==> config.mk <==
export PLATFORM = sky130hd
export DESIGN_NAME = count_capture_compare
export DESIGN_NICKNAME = d
export VERILOG_FILES = /design/src/rtl/count_capture_compare.sv
export SDC_FILE = /design/constraint.sdc
export NUM_CORES = 1
export LEC_CHECK = 0
export ABC_AREA = 1
export BUFFER_PORTS_ARGS = -buffer_cell sky130_fd_sc_hd__buf_2
export CORE_AREA = 10 10 68 70
export DETAILED_ROUTE_END_ITERATION = 12
export DIE_AREA = 0 0 78 80
export PLACE_DENSITY = 0.62
export SLEW_MARGIN = 25
export SYNTH_ARGS = -nofsm -noshare
export SYNTH_HDL_FRONTEND = slang
export SYNTH_SLANG_ARGS = --single-unit
export TNS_END_PERCENT = 50
==> constraint.sdc <==
create_clock -name clk_i -period 1.4 [get_ports clk_i]
set_input_delay 0.14 -clock clk_i [delete_from_list [all_inputs] [get_ports clk_i]]
set_output_delay 0.14 -clock clk_i [all_outputs]
set_load 0.1 [all_outputs]
==> src/rtl/count_capture_compare.sv <==
// count_capture_compare: extends an incoming count with a wrap counter, flags compare
// entries, and holds {wraps, count} snapshots behind a valid/ack handshake.
module count_capture_compare #(
    parameter int size       = 4,
    parameter int wrap_width = 4
) (
    input  logic                         clk_i,
    input  logic                         rst_ni,
    input  logic [size-1:0]              count_i,
    input  logic [size-1:0]              cmp_value_i,
    input  logic                         capture_req_i,
    input  logic                         cap_ack_i,
    input  logic                         clear_i,
    output logic                         wrap_o,
    output logic                         match_o,
    output logic [wrap_width-1:0]        wrap_cnt_o,
    output logic                         wrap_ovf_o,
    output logic [wrap_width+size-1:0]   cap_data_o,
    output logic                         cap_valid_o,
    output logic                         overrun_o
);
    localparam logic [0:0] EMPTY = 1'b0;
    localparam logic [0:0] FULL  = 1'b1;

    logic [size-1:0]            count_q;
    logic                       wrap_q, match_q, wrap_ovf_q, overrun_q;
    logic                       wrap_ovf_d, overrun_d;
    logic [wrap_width-1:0]      wrap_cnt_q, wrap_cnt_d, wrap_cnt_inc;
    logic [wrap_width+size-1:0] cap_data_q, cap_data_d, snap;
    logic [0:0]                 state_q, state_d;
    logic                       wrap_evt, match_evt, load;

    always_comb begin
        wrap_evt     = (count_q == '1) && (count_i == '0);
        match_evt    = (count_i == cmp_value_i) && (count_q != cmp_value_i);
        wrap_cnt_inc = wrap_cnt_q + wrap_width'(wrap_evt);
        // the snapshot includes a wrap landing in the same cycle
        snap         = {wrap_cnt_inc, count_i};
        load         = !clear_i && capture_req_i && (state_q == EMPTY || cap_ack_i);
        wrap_cnt_d   = clear_i ? '0 : wrap_cnt_inc;
        wrap_ovf_d   = clear_i ? 1'b0 : (wrap_ovf_q | (wrap_evt && wrap_cnt_q == '1));
        overrun_d    = clear_i ? 1'b0 :
                       (overrun_q | (state_q == FULL && capture_req_i && !cap_ack_i));
        cap_data_d   = load ? snap : cap_data_q;
        state_d      = clear_i ? EMPTY :
                       (state_q == EMPTY) ? (capture_req_i ? FULL : EMPTY) :
                       (cap_ack_i && !capture_req_i) ? EMPTY : FULL;
    end

    always_ff @(posedge clk_i or negedge rst_ni) begin
        if (!rst_ni) begin
            count_q    <= '0;
            wrap_q     <= 1'b0;
            match_q    <= 1'b0;
            wrap_cnt_q <= '0;
            wrap_ovf_q <= 1'b0;
            overrun_q  <= 1'b0;
            cap_data_q <= '0;
            state_q    <= EMPTY;
        end else begin
            count_q    <= count_i;
            wrap_q     <= wrap_evt;
            match_q    <= match_evt;
            wrap_cnt_q <= wrap_cnt_d;
            wrap_ovf_q <= wrap_ovf_d;
            overrun_q  <= overrun_d;
            cap_data_q <= cap_data_d;
            state_q    <= state_d;
        end
    end

    assign wrap_o      = wrap_q;
    assign match_o     = match_q;
    assign wrap_cnt_o  = wrap_cnt_q;
    assign wrap_ovf_o  = wrap_ovf_q;
    assign cap_data_o  = cap_data_q;
    assign cap_valid_o = (state_q == FULL);
    assign overrun_o   = overrun_q;
endmodule

==> results.tsv <==
metric	value	unit
Filler cells	329	
Tcrit/Tclk final	1.10	
RSZ-0062 raised after global routing	true	
first-pass GRT wire length	3910	um
global route total overflow	0	
leakage power total	0.700	nW
commonest non-fill, non-tap cell in the layout	buf_2	
Slew Limit Fails	0	
worst hold path class	primary input to flop	
# diodes	0	
Worst EP required	1.60	ns
worst vdd ir	347	uV
vias in the first global route	859	
CP Max Fanout	2	
CP Capture Point	cap_data_o[6]	
Post-DP HPWL	1720	um
Crit Path Category	flop to flop	
sequential area share after synthesis	0.545	
Reg2Reg Depth	6	
TritonCTS buffer count	3	
# port buffers	29	
relative slew slack	0.671	
nets	164	
status	finished, violations left	
initial antenna violation count	0	
Pwr Total	1.46	mW
synth top area cells	dfrtp_1, nand2_1, a21oi_2	
Seq cells post-synth	21	
H-tree depth	1	
clock skew	0.00197	ns
Cell Area, Placed	1230	sq um
CTS max path bufs	2	
cell area after layout	1400	sq um
post-synth top area cell	dfrtp_1	
IO Count	30	
max-cap viol count	0	
failing checks	negative setup slack	
r2r endpoint	cap_data_o[6]	
Clock Sinks	21	
largest net degree at the start of global routing	22	
fin util	0.426	
Mapped Cells	97	
Die Y	80	um
CP Capture Type	flop	
Syn Nets	112	
Ys Warns	0	
register area	536	sq um
post-route ant nets	0	
commonest non-fill, non-tap cells in the layout	buf_2, dfrtp_1, nand2_1, nor2_1	
DRT Wirelength	2430	um
CTS tree	yes	
crit path from	count_q[1]	
Fmax achieved	0.652	GHz
share of layout cells above drive strength 1	0.493	
Total GRT Usage	0.0764	
Area Overhead vs Synth	45.2	%
final hold violations	0	
Avg Cell Area, Syn	9.93	sq um
routability congestion estimate from global placement	0.791	
drt drc	0	
die width	78	um
# rows	21	
Multi-input gate area	418	sq um
Synth top area share	0.545	
worst r2r src	count_q[1]	
CP arrival	1.73	ns
Post-Syn Area	963	sq um
die area	6240	sq um
setup ws final	-0.134	ns
WL/cell	12.5	um
Initial Utilization	0.293	
Worst setup SP type	flop	
First-pass DRT Iterations	4	
1st-iter DRT viols	46	
Vias/cell	4.08	
post-layout min period	1.53	ns
worst slew pin tran	0.497	ns
r2r setup slk	-0.13	ns
vias	792	
Skew-Pair Late Insertion Delay	0.30	ns
Cell Pwr Density	1040	nW/um^2
final setup fails	7	
clock root cell	clkbuf_4	
Core Region	3280	sq um
Clk pin slew, worst setup/hold paths	0.11	ns
pre-CTS WS	-0.0872	ns
Synth cell types	18	
## state kept, by name, summed over array words and instances, names as in the netlist
name         count
cap_data_o       8
cap_valid_o      1
count_q          4
match_o          1
overrun_o        1
wrap_cnt_o       4
wrap_o           1
wrap_ovf_o       1
## routing by layer
layer  track usage  routed length, um
met1        0.0788               1030
met2         0.132               1160
met3        0.0304                193
met4        0.0394                 42
met5             0                  0
## critical path: stages, from the launching register on
cell and delay, ns:
dfrtp_1 0.38, nand2_2 0.09, nor4_4 0.31, ha_2 0.25, ha_2 0.19, xnor2_2 0.13, a21oi_2 0.07
## cell families (layout without fill, tap and decap cells)
logic type	after synthesis	in the layout	synth area share
compound gates	11	11	0.0844
xor+xnor	8	8	0.0727
fa+ha+maj	2	2	0.0260
buf+inv	13	64	0.0675
flops	21	21	0.545
simple gates	42	42	0.204
## stage by stage
| stage | hold slack (ns) | setup TNS (ns) | std cells |
|---|---|---|---|
| after floorplan | -0.156 | -0.106 | 97 |
| after global placement | 0.116 | -0.0890 | 180 |
| after detailed placement | 0.122 | -0.452 | 180 |
| after CTS | 0.0570 | -0.167 | 194 |
| after global routing | 0.0448 | -1.35 | 194 |
| final | 0.0583 | -0.713 | 194 |
## where the power goes
part	total [mW]	switching, mW	internal, mW
registers	0.672	0.0227	0.649
clock network	0.293	0.182	0.111
logic	0.495	0.386	0.109
## synthesized netlist by cell type (all sizes together)
master  number
nand3        2
xor2         2
ha           2
nor4         1
dfrtp       21
nor2        19
and2         1
nand2       19
o21ai        3
xnor2        6
inv         12
a21oi        8
buf          1
## cell type report
cell class | instances | share of cell area
sequential | 21 | 0.383
clock buffer | 4 | 0.0188
multi-input combinational | 63 | 0.299
timing repair buffer | 48 | 0.226
tap | 46 | 0.0411
inverter | 12 | 0.0322
## what timing repair did
action,CTS,global route
hold buffers,4,0
endpoints found under the setup margin,6,7
resized for setup,4,10
gates cloned,0,0
endpoints found under the hold margin,24,0
setup buffers,6,0
pin swaps,2,2
## how the worst min path moves through the flow
stage	endpoint	start	slack, ns	cells after the start
5_1_grt	count_q[0]	count_i[0]	0.04	2
3_3_place_gp	overrun_o	rst_ni	0.12	1
4_1_cts	count_q[0]	count_i[0]	0.06	2
2_1_floorplan	cap_data_o[0]	rst_ni	-0.16	0
6_report	count_q[0]	count_i[0]	0.06	2
3_5_place_dp	cap_data_o[0]	rst_ni	0.12	1
No activity file was read; power rests on OpenSTA's default activity.
